--- config.mk ---
export PLATFORM = sky130hd
export DESIGN_NAME = axi2mem_rd_burst_gen
export DESIGN_NICKNAME = d
export VERILOG_FILES = /design/src/rtl/axi2mem_pkg.sv /design/src/rtl/axi2mem_rd_burst_gen.sv
export SDC_FILE = /design/constraint.sdc
export NUM_CORES = 1
export LEC_CHECK = 0
export CAP_MARGIN = 10
export CORE_MARGIN = 1.5
export CORE_UTILIZATION = 50
export CTS_CLUSTER_SIZE = 25
export DETAILED_ROUTE_END_ITERATION = 7
export PLACE_DENSITY = 0.83
export SLEW_MARGIN = 20
export SYNTH_ARGS = -nofsm -noshare
export SYNTH_HDL_FRONTEND = slang
export SYNTH_SLANG_ARGS = --single-unit
--- constraint.sdc ---
create_clock -name clk_i -period 3.85 [get_ports clk_i]
set_input_delay 0.385 -clock clk_i [delete_from_list [all_inputs] [get_ports clk_i]]
set_output_delay 0.385 -clock clk_i [all_outputs]
set_load 0.005 [all_outputs]
--- src/rtl/axi2mem_pkg.sv ---
// Shared AXI burst definitions and the AXI next-beat address function used by the
// read and write burst generators of axi2mem.
`default_nettype none

package axi2mem_pkg;

  localparam logic [1:0] BURST_FIXED = 2'b00;
  localparam logic [1:0] BURST_INCR  = 2'b01;
  localparam logic [1:0] BURST_WRAP  = 2'b10;

  localparam int TCDM_LANES      = 2;
  localparam int TCDM_WORD_BYTES = 4;
  localparam int BEAT_ADDR_LSB   = 3;
  localparam logic [2:0] MAX_SIZE = 3'd3;

  typedef enum logic {
    ST_IDLE  = 1'b0,
    ST_BURST = 1'b1
  } rd_state_e;

  function automatic logic [2:0] clamp_size(input logic [2:0] size);
    return (size > MAX_SIZE) ? MAX_SIZE : size;
  endfunction

  // Computed at 64 bits; callers truncate to their own address width, which also
  // gives INCR its modulo-2^ADDR_WIDTH wrap.
  function automatic logic [63:0] axi_next_addr(input logic [63:0] addr,
                                                 input logic [7:0]  len,
                                                 input logic [2:0]  size,
                                                 input logic [1:0]  burst);
    logic [2:0]  sz;
    logic [63:0] step;
    logic [63:0] aligned;
    logic [63:0] span;
    logic [63:0] low;
    logic        wrap_ok;
    sz      = clamp_size(size);
    step    = 64'd1 << sz;
    aligned = addr & ~(step - 64'd1);
    span    = ({56'd0, len} + 64'd1) << sz;
    low     = aligned & ~(span - 64'd1);
    wrap_ok = (len == 8'd1) || (len == 8'd3) || (len == 8'd7) || (len == 8'd15);
    if (burst == BURST_FIXED) begin
      return aligned;
    end else if ((burst == BURST_WRAP) && wrap_ok) begin
      return low | ((aligned + step) & (span - 64'd1));
    end
    return aligned + step;
  endfunction

endpackage

`default_nettype wire

--- src/rtl/axi2mem_rd_burst_gen.sv ---
// AXI4 AR stage of axi2mem: expands one read burst into 64-bit beats, each issued as
// two independent 32-bit TCDM read commands (lane0 low word, lane1 high word).
`default_nettype none

module axi2mem_rd_burst_gen
  import axi2mem_pkg::*;
#(
  parameter int ID_WIDTH   = 6,
  parameter int ADDR_WIDTH = 32
) (
  input  logic                       clk_i,
  input  logic                       rst_ni,
  input  logic                       ar_valid_i,
  output logic                       ar_ready_o,
  input  logic [ADDR_WIDTH-1:0]      ar_addr_i,
  input  logic [7:0]                 ar_len_i,
  input  logic [2:0]                 ar_size_i,
  input  logic [1:0]                 ar_burst_i,
  input  logic [ID_WIDTH-1:0]        ar_id_i,
  output logic [1:0]                 trans_rd_req_o,
  input  logic [1:0]                 trans_rd_gnt_i,
  output logic [1:0][ADDR_WIDTH-1:0] trans_rd_add_o,
  output logic [1:0][ID_WIDTH-1:0]   trans_rd_id_o,
  output logic [1:0]                 trans_rd_last_o
);

  rd_state_e             state_q, state_d;
  logic [ADDR_WIDTH-1:0] addr_q;
  logic [ADDR_WIDTH-1:0] next_addr;
  logic [ADDR_WIDTH-1:0] lane0_addr;
  logic [7:0]            len_q;
  logic [7:0]            cnt_q;
  logic [2:0]            size_q;
  logic [1:0]            burst_q;
  logic [1:0]            sent_q;
  logic [1:0]            lane_done;
  logic [ID_WIDTH-1:0]   id_q;
  logic                  in_burst;
  logic                  ar_hs;
  logic                  beat_done;
  logic                  last_beat;

  assign in_burst  = (state_q == ST_BURST);
  assign ar_hs     = (state_q == ST_IDLE) && ar_valid_i;
  assign last_beat = (cnt_q == len_q);

  // A lane still requesting is exactly a lane with sent clear, so a grant on it
  // completes it; this keeps gnt off the req path entirely.
  assign lane_done = sent_q | trans_rd_gnt_i;
  assign beat_done = in_burst && (&lane_done);

  assign next_addr = ADDR_WIDTH'(axi_next_addr(64'(addr_q), len_q, size_q, burst_q));

  always_ff @(posedge clk_i or negedge rst_ni) begin
    if (!rst_ni) begin
      state_q <= ST_IDLE;
    end else begin
      state_q <= state_d;
    end
  end

  always_comb begin
    state_d        = state_q;
    ar_ready_o     = 1'b0;
    trans_rd_req_o = 2'b00;
    unique case (state_q)
      ST_IDLE: begin
        ar_ready_o = 1'b1;
        if (ar_valid_i) begin
          state_d = ST_BURST;
        end
      end
      ST_BURST: begin
        trans_rd_req_o = ~sent_q;
        if (beat_done && last_beat) begin
          state_d = ST_IDLE;
        end
      end
      default: state_d = ST_IDLE;
    endcase
  end

  always_ff @(posedge clk_i or negedge rst_ni) begin
    if (!rst_ni) begin
      addr_q  <= '0;
      len_q   <= '0;
      size_q  <= '0;
      burst_q <= '0;
      id_q    <= '0;
      cnt_q   <= '0;
      sent_q  <= '0;
    end else if (ar_hs) begin
      addr_q  <= ar_addr_i;
      len_q   <= ar_len_i;
      size_q  <= clamp_size(ar_size_i);
      burst_q <= ar_burst_i;
      id_q    <= ar_id_i;
      cnt_q   <= '0;
      sent_q  <= '0;
    end else if (beat_done) begin
      sent_q  <= '0;
      cnt_q   <= cnt_q + 8'd1;
      addr_q  <= next_addr;
    end else if (in_burst) begin
      sent_q  <= lane_done;
    end
  end

  assign lane0_addr = {addr_q[ADDR_WIDTH-1:BEAT_ADDR_LSB], 3'b000};

  always_comb begin
    trans_rd_add_o  = '0;
    trans_rd_id_o   = '0;
    trans_rd_last_o = 2'b00;
    if (in_burst) begin
      trans_rd_add_o[0] = lane0_addr;
      trans_rd_add_o[1] = lane0_addr + ADDR_WIDTH'(TCDM_WORD_BYTES);
      trans_rd_id_o[0]  = id_q;
      trans_rd_id_o[1]  = id_q;
      trans_rd_last_o   = {2{last_beat}};
    end
  end

endmodule

`default_nettype wire

==> results by group, run 1 <==
Power
  – P_leak: about 2.6 nW
  – Peak VDD IR: 0.000394 V
  – Power Density: 765 mW/mm2

Synth
  – Cell count after synthesis: 643
  – Avg Cell Area, Syn: 7.79 um2
  – Synth top area cells: dfrtp_1 (31%), nand2_1 (7.5%), buf_4 (6.6%)
  – Post-Synthesis Cell Area: 0.00501 mm2
  – Register area share after synthesis: a little under a third
  – #FFs+latches synth: slightly above 60
  – Synth Warn #: 0
  – Synth area leader: dfrtp_1
  – Main synth FF type: dfrtp_1
  – Cell variety after synth: 68
  – Count leader, synth: nand2_1
  – Share of the synthesized area in the top cell type: 31.0%
  – EDFF count, synth: 0
  – Synth top cells by count: nand2_1 (100), dfrtp_1 (62), nor2_1 (45)
  – Async SR Flop Fraction: 100%

Route
  – Drt first pass iters: 6
  – Drt drc: 0
  – Detailed router's first-iteration violation count: 281
  – Via density: 5.66
  – DRT antenna net count: 0
  – Vias: 4905
  – Final WL: 13.9 mm
  – Wire per inst: 16.0 um

Critical path
  – Worst path slowest cell: or4_4
  – Worst Path Required: 4090 ps
  – Worst-path maximum fanout: 8
  – Crit. End Element: flop
  – CP top delay family: simple AND/OR/NAND/NOR gates
  – CP Class: reg2reg
  – CP bufs+invs: 1
  – CP peak stage delay: 550 ps
  – CP Launch Type: flop
  – Arr. time, crit path: 3830 ps
  – Cells along the critical path: buf_4 -> or2_1 -> or3_4 -> a311oi_4 -> nor2_2 -> or4_4 -> nor2_1 -> ha_1 -> a2111oi_1 -> nand4b_1 -> o211ai_1 -> o21ai_0

Timing
  – Worst setup margin: 259 ps
  – Worst-Margin Slew: 902 ps
  – Final setup violation count: 0
  – Fin. Hold Viols: 0
  – Fmax: 278 MHz
  – Final setup TNS: 0 ps
  – Final Max Slew Viols: 0
  – Skew final: 11.0 ps
  – Tmin final: 3590 ps
  – RSZ-0062 raised after global routing: false
  – Slew Limit Headroom: between 30% and 40%
  – Share of the clock period used by the worst path: 93.3%

Cells and area
  – Fill cell count: 874
  – Area of the multi-input gates: 0.00296 mm2
  – Share of layout cells above drive strength 1: 6.68%
  – Ant diodes: 0
  – Nets@finish: 797
  – Register Area: 0.00155 mm2
  – Layout overhead on the synthesized area: 26.6%

CTS
  – Clk sinks: 62
  – TritonCTS buffer count: 9
  – Clk pin slew, worst setup/hold paths: 70 ps
  – Root buffer cell: clkbuf_8
  – CTS tree: done
  – Hold Buf Count CTS: 0
  – Setup bufs post-CTS: 0
  – Worst-Skew Late Latency: 360 ps
  – Bufs on Longest Clock Path: 2
  – Post-cts sizing count: 0
  – H-Tree Depth: 3

Floorplanning
  – Initial Utilization: 51.5%
  – Die H: roughly 100 um
  – Die area: between 0.01 and 0.015 mm2
  – Chip Width: 103 um
  – Core ar.: 0.00973 mm2
  – I/O pins: 137
  – Row count: 36

GRT
  – Initial antenna violation count: 0
  – Largest net degree at the start of global routing: 40
  – Number of global-route vias before repair: roughly 4600
  – Total GRT Usage: 26.7%
  – Global-route wire length before repair: 22.2 mm
  – Grt total ovfl: 0

Job
  – Max_cap viols: 0

Placement
  – Gpl congestion: 0.857
  – Post-DP HPWL: around 11 mm
  – # port buffers: 131
  – Worst slack, placed: roughly 240 ps

Outcome
  – Status: finished, final reports clean

Min path
  – Worst min-delay path class: in2async
## power by group
group | internal, mW | switching [mW]
registers | 0.926 | 0.381
clock network | 0.231 | 0.281
logic | 1.57 | 1.46
total | 2.73 | 2.12
## path summary, 6_finish.rpt
check / start / slack [ps] / to / cells past startpoint
max in group asynchronous: rst_ni / 2830 / addr_q[14]$_DFFE_PN0P_ / 2
max reg2reg: size_q[0]$_DFFE_PN0P_ / 260 / addr_q[15]$_DFFE_PN0P_ / 12
min in group clk_i: id_q[5]$_DFFE_PN0P_ / 480 / id_q[5]$_DFFE_PN0P_ / 2
min: rst_ni / 160 / len_q[4]$_DFFE_PN0P_ / 1
max: size_q[0]$_DFFE_PN0P_ / 260 / addr_q[15]$_DFFE_PN0P_ / 12
min reg2reg: id_q[5]$_DFFE_PN0P_ / 480 / id_q[5]$_DFFE_PN0P_ / 2
## placed cells by master (no fill, tap or decap), drive strengths merged, types with 8 or more instances in the layout
cell type      count
nor3               8
o21ai             55
conb              11
nand3             24
a211oi             8
nand4             18
xnor2             25
a21oi             27
clkbuf            10
dfrtp             62
o211ai             8
clkdlybuf4s50    130
nand2            100
buf               19
nor2              46
xor2              13
and2              41
inv               13
ha                11
and3              16
## flip-flops by register name, summed over array words and instances, names as in the netlist
signal	cells
addr_q	32
cnt_q	8
len_q	8
id_q	6
size_q	3
burst_q	2
sent_q	2
in_burst	1
## layer usage
metal  global-route usage [%]  wire length (um)
met3                     2.92               707
met4                     11.5               395
met2                     44.0              6650
met1                     35.7              6140
met5                        0                 0
## through the flow
| stage | hold WS, ps | cells | instance area (um2) | power (mW) | util (%) |
|---|---|---|---|---|---|
| detailed placement | 461 | 851 | 6170 | 4.32 | 63.4 |
| global route | 228 | 867 | 6340 | 5.26 | 65.1 |
| finish | 160 | 867 | 6340 | 4.85 | 65.1 |
| CTS | 186 | 867 | 6340 | 4.85 | 65.1 |
| global placement | 452 | 851 | 6170 | 4.27 | 63.4 |
| floorplan | 89.4 | 652 | 5040 | 3.28 | - |
## cell families (layout without fill, tap and decap cells)
kind of cell,after synthesis,after routing,share of synthesized area (%)
adder cells (fa/ha/maj),12,12,3.15
multiplexers,6,6,1.22
AO/OA/AOI/OAI,138,138,17.7
XOR/XNOR,38,38,6.65
buffers and inverters,97,179,10.8
AND/OR/NAND/NOR,288,288,29.3
other,2,11,0.150
flip-flops,62,62,31.0
## cell type report
cell class,instances,area share [%]
repair buffers,149,22.7
clock inverters,6,0.612
flip-flops and latches,62,24.5
clock buffers,10,2.01
well taps,133,2.63
multi-input cells,493,46.7
inverters,14,0.829
No activity file was read; power rests on OpenSTA's default activity.
==> run 2: changes to the inputs <==
--- a/config.mk
+++ b/config.mk
@@ -11,6 +11,7 @@
 export CTS_CLUSTER_SIZE = 25
 export DETAILED_ROUTE_END_ITERATION = 7
 export PLACE_DENSITY = 0.83
+export SETUP_SLACK_MARGIN = 0.02
 export SLEW_MARGIN = 20
 export SYNTH_ARGS = -nofsm -noshare
 export SYNTH_HDL_FRONTEND = slang
==> results of run 2 <==
The final DEF is identical to that of run 1; final timing and power are the same.
==> run 3: changes to the inputs <==
--- a/config.mk
+++ b/config.mk
@@ -12,7 +12,6 @@
 export DETAILED_ROUTE_END_ITERATION = 7
 export PLACE_DENSITY = 0.83
 export SETUP_SLACK_MARGIN = 0.02
-export SLEW_MARGIN = 20
 export SYNTH_ARGS = -nofsm -noshare
 export SYNTH_HDL_FRONTEND = slang
 export SYNTH_SLANG_ARGS = --single-unit
==> constraint.sdc (replaced) <==
create_clock -name clk_i -period 3.85 [get_ports clk_i]
set_input_delay 0.77 -clock clk_i [delete_from_list [all_inputs] [get_ports clk_i]]
set_output_delay 0.77 -clock clk_i [all_outputs]
set_load 0.005 [all_outputs]
==> results by group, run 3 (synthesis gave the netlist of run 1 again) <==
Outcome
  – Status: finished, final reports clean

Route
  – Detailed router's first-iteration violation count: 255 (-9.3%)
  – Wire per inst: 16.4 um (+2.7%)
  – Vias: 4880 (-0.51%)
  – DRT antenna net count: 0 (unchanged)
  – Final WL: 14.2 mm (+2.3%)
  – Via density: 5.65 (-0.16%)
  – Drt drc: 0 (unchanged)
  – Drt first pass iters: 5 (-1)

CTS
  – H-Tree Depth: 3 (unchanged)
  – Clk pin slew, worst setup/hold paths: 80 ps (about the same)
  – Worst-Skew Late Latency: 330 ps (-30 ps)
  – Bufs on Longest Clock Path: 2 (unchanged)
  – CTS tree: done
  – TritonCTS buffer count: 9 (unchanged)
  – Root buffer cell: clkbuf_8
  – Hold Buf Count CTS: 0 (unchanged)
  – Setup bufs post-CTS: 0 (unchanged)
  – Clk sinks: 62 (unchanged)

Cells and area
  – Most frequent cells in the layout: clkdlybuf4s50_1 (130), nand2_1 (100), dfrtp_1 (62)
  – Share of layout cells above drive strength 1: 6.29% (-0.38 points)
  – Number of flip-flops in the largest register: 32 (unchanged)
  – Nets@finish: 794 (-0.38%)
  – Ant diodes: 0 (unchanged)
  – Commonest non-fill, non-tap cell in the layout: clkdlybuf4s50_1
  – Largest registers: addr_q: 32 flops, cnt_q: 8 flops, len_q: 8 flops
  – Layout overhead on the synthesized area: 26.6% (about the same)
  – Reg with most FFs: addr_q

Power
  – Sequential share of power: 26.9% (about the same)
  – Net Sw Frac: 43.9% (+0.12 points)
  – P_leak: 2.56 nW (about the same)
  – Comb pwr share: 61.5% (-1.0 points)
  – Peak VDD IR: 0.000347 V (-12%)
  – Overall Power: 4.96 mW (+2.3%)
  – Int Power: 2.78 mW (+2.1%)
  – Power Density: 782 mW/mm2 (+2.3%)
  – Clk pwr share: 11.6% (+1.0 points)
  – P_sw: 2.18 mW (+2.6%)

Critical path
  – Worst Setup SP: len_q[2]$_DFFE_PN0P_
  – CP Class: reg2reg
  – Crit. End Element: flop
  – Worst Path Required: 4070 ps (-20 ps)
  – CP endpoint: addr_q[15]$_DFFE_PN0P_
  – CP Launch Type: flop
  – Setup slack, reg-to-reg: 330 ps (+70 ps)
  – Arr. time, crit path: 3740 ps (-90 ps)
  – Worst r2r path cells: 11 (-1)
  – Worst r2r dst: addr_q[15]$_DFFE_PN0P_
  – Worst-path maximum fanout: 12 (+4)
  – RR Startpoint: len_q[2]$_DFFE_PN0P_

GRT
  – Top Usage Layer GRT: met2
  – Met3 GRT Util: 3.32% (+0.41 points)
  – Number of global-route vias before repair: 4673 (+1.3%)
  – GR Layer Usage met1: 37.6% (+1.9 points)
  – Largest net degree at the start of global routing: 37 (-7.5%)
  – Total GRT Usage: 27.3% (+0.57 points)
  – Met2 usage: 44.9% (+0.91 points)
  – Global-route wire length before repair: 22.7 mm (+2.0%)
  – Initial antenna violation count: 0 (unchanged)
  – Grt total ovfl: 0 (unchanged)

Min path
  – Worst min-delay path class: reg2reg

Placement
  – Gpl congestion: 0.902 (+5.2%)
  – Post-DP HPWL: 10.7 mm (+1.0%)
  – # port buffers: 131 (unchanged)

Floorplanning
  – Core ar.: 0.00973 mm2 (unchanged)
  – Chip Width: 103 um (unchanged)
  – Die area: 0.0106 mm2 (unchanged)
  – Die H: 103 um (unchanged)
  – Row count: 36 (unchanged)
  – Initial Utilization: 51.5% (unchanged)
  – I/O pins: 137 (unchanged)

Timing
  – Final setup violation count: 0 (unchanged)
  – Tmin final: 3520 ps (-67.6 ps)
  – Skew final: 11.0 ps (+0.0165 ps)
  – Final Max Slew Viols: 0 (unchanged)
  – Worst-Margin Slew: 906 ps (+3.95 ps)
  – Share of the clock period used by the worst path: 91.5% (-1.8 points)
  – Final setup TNS: 0 ps (unchanged)
  – Slew Limit Headroom: 39.0% (-0.90 points)
  – Fmax: 284 MHz (+1.9%)
  – Fin. Hold Viols: 0 (unchanged)
  – RSZ-0062 raised after global routing: false

Job
  – Max_cap viols: 0 (unchanged)
==> run 3: changes by cell type in the layout (fill, tap and decap cells not counted) <==
cell,previous run,this run
buf_4,18,15
a2111oi_1,1,2
bufinv_16,0,1
clkinv_4,1,2
a2111oi_0,1,0
clkinvlp_4,2,0
==> run 3: metal layers <==
metal  share of wire, %  vias up
li1                   -     2370
met1                 44     2302
met2                 49      188
met3                5.4       20
met4                1.6        0
met5                  0        -
==> run 3: what timing repair did <==
| action | in CTS | in global routing |
|---|---|---|
| setup endpoints to repair | 0 | 1 |
| resized for setup | 0 | 2 |
| endpoints found under the hold margin | 0 | 0 |
==> run 3: through the flow <==
step           std cells  worst slack, ps  utilization [%]  cell area [um2]  hold slack (ps)
4_1_cts              864              272             65.1             6340              472
5_1_grt              864             35.0             65.2             6340              494
6_report             864              326             65.2             6340              469
3_5_place_dp         848              310             63.2             6150              456
3_3_place_gp         848              403             63.2             6150              452
2_1_floorplan        652              522                -             5040              438
==> run 3: power by group through the flow <==
stage | Clock [mW] | Sequential [mW] | Combinational [mW]
floorplan | 0 | 1.11 | 2.17
CTS | 0.582 | 1.32 | 3.04
global placement | 0 | 1.32 | 2.95
detailed placement | 0 | 1.33 | 3.02
finish | 0.574 | 1.33 | 3.05
global route | 0.617 | 1.38 | 3.35
==> run 3: cell type report <==
type	instances	area (um2)
multi-input cells	493	2960
flip-flops and latches	62	1550
well taps	133	166
repair buffers	146	1420
clock buffers	10	128
clock inverters	6	62.6
inverters	14	52.6
fillers	848	3390
==> run 3: worst max-delay path: stages, from the launching register on <==
cell,delay (ps)
dfrtp_1,490
and3_1,480
nand3_1,220
a311oi_4,370
nor2_2,90
or4_4,550
nor2_1,140
ha_1,250
a2111oi_1,470
nand4b_1,150
o211ai_1,110
o21ai_0,90
==> run 3: worst min-delay path by stage <==
stage	startpoint	endpoint	slack [ps]	depth (start not counted)
4_1_cts	id_q[3]$_DFFE_PN0P_	id_q[3]$_DFFE_PN0P_	470	2
5_1_grt	id_q[3]$_DFFE_PN0P_	id_q[3]$_DFFE_PN0P_	490	2
3_5_place_dp	id_q[2]$_DFFE_PN0P_	id_q[2]$_DFFE_PN0P_	460	2
2_1_floorplan	id_q[0]$_DFFE_PN0P_	id_q[0]$_DFFE_PN0P_	440	2
3_3_place_gp	id_q[1]$_DFFE_PN0P_	id_q[1]$_DFFE_PN0P_	450	2
6_report	id_q[3]$_DFFE_PN0P_	id_q[3]$_DFFE_PN0P_	470	2
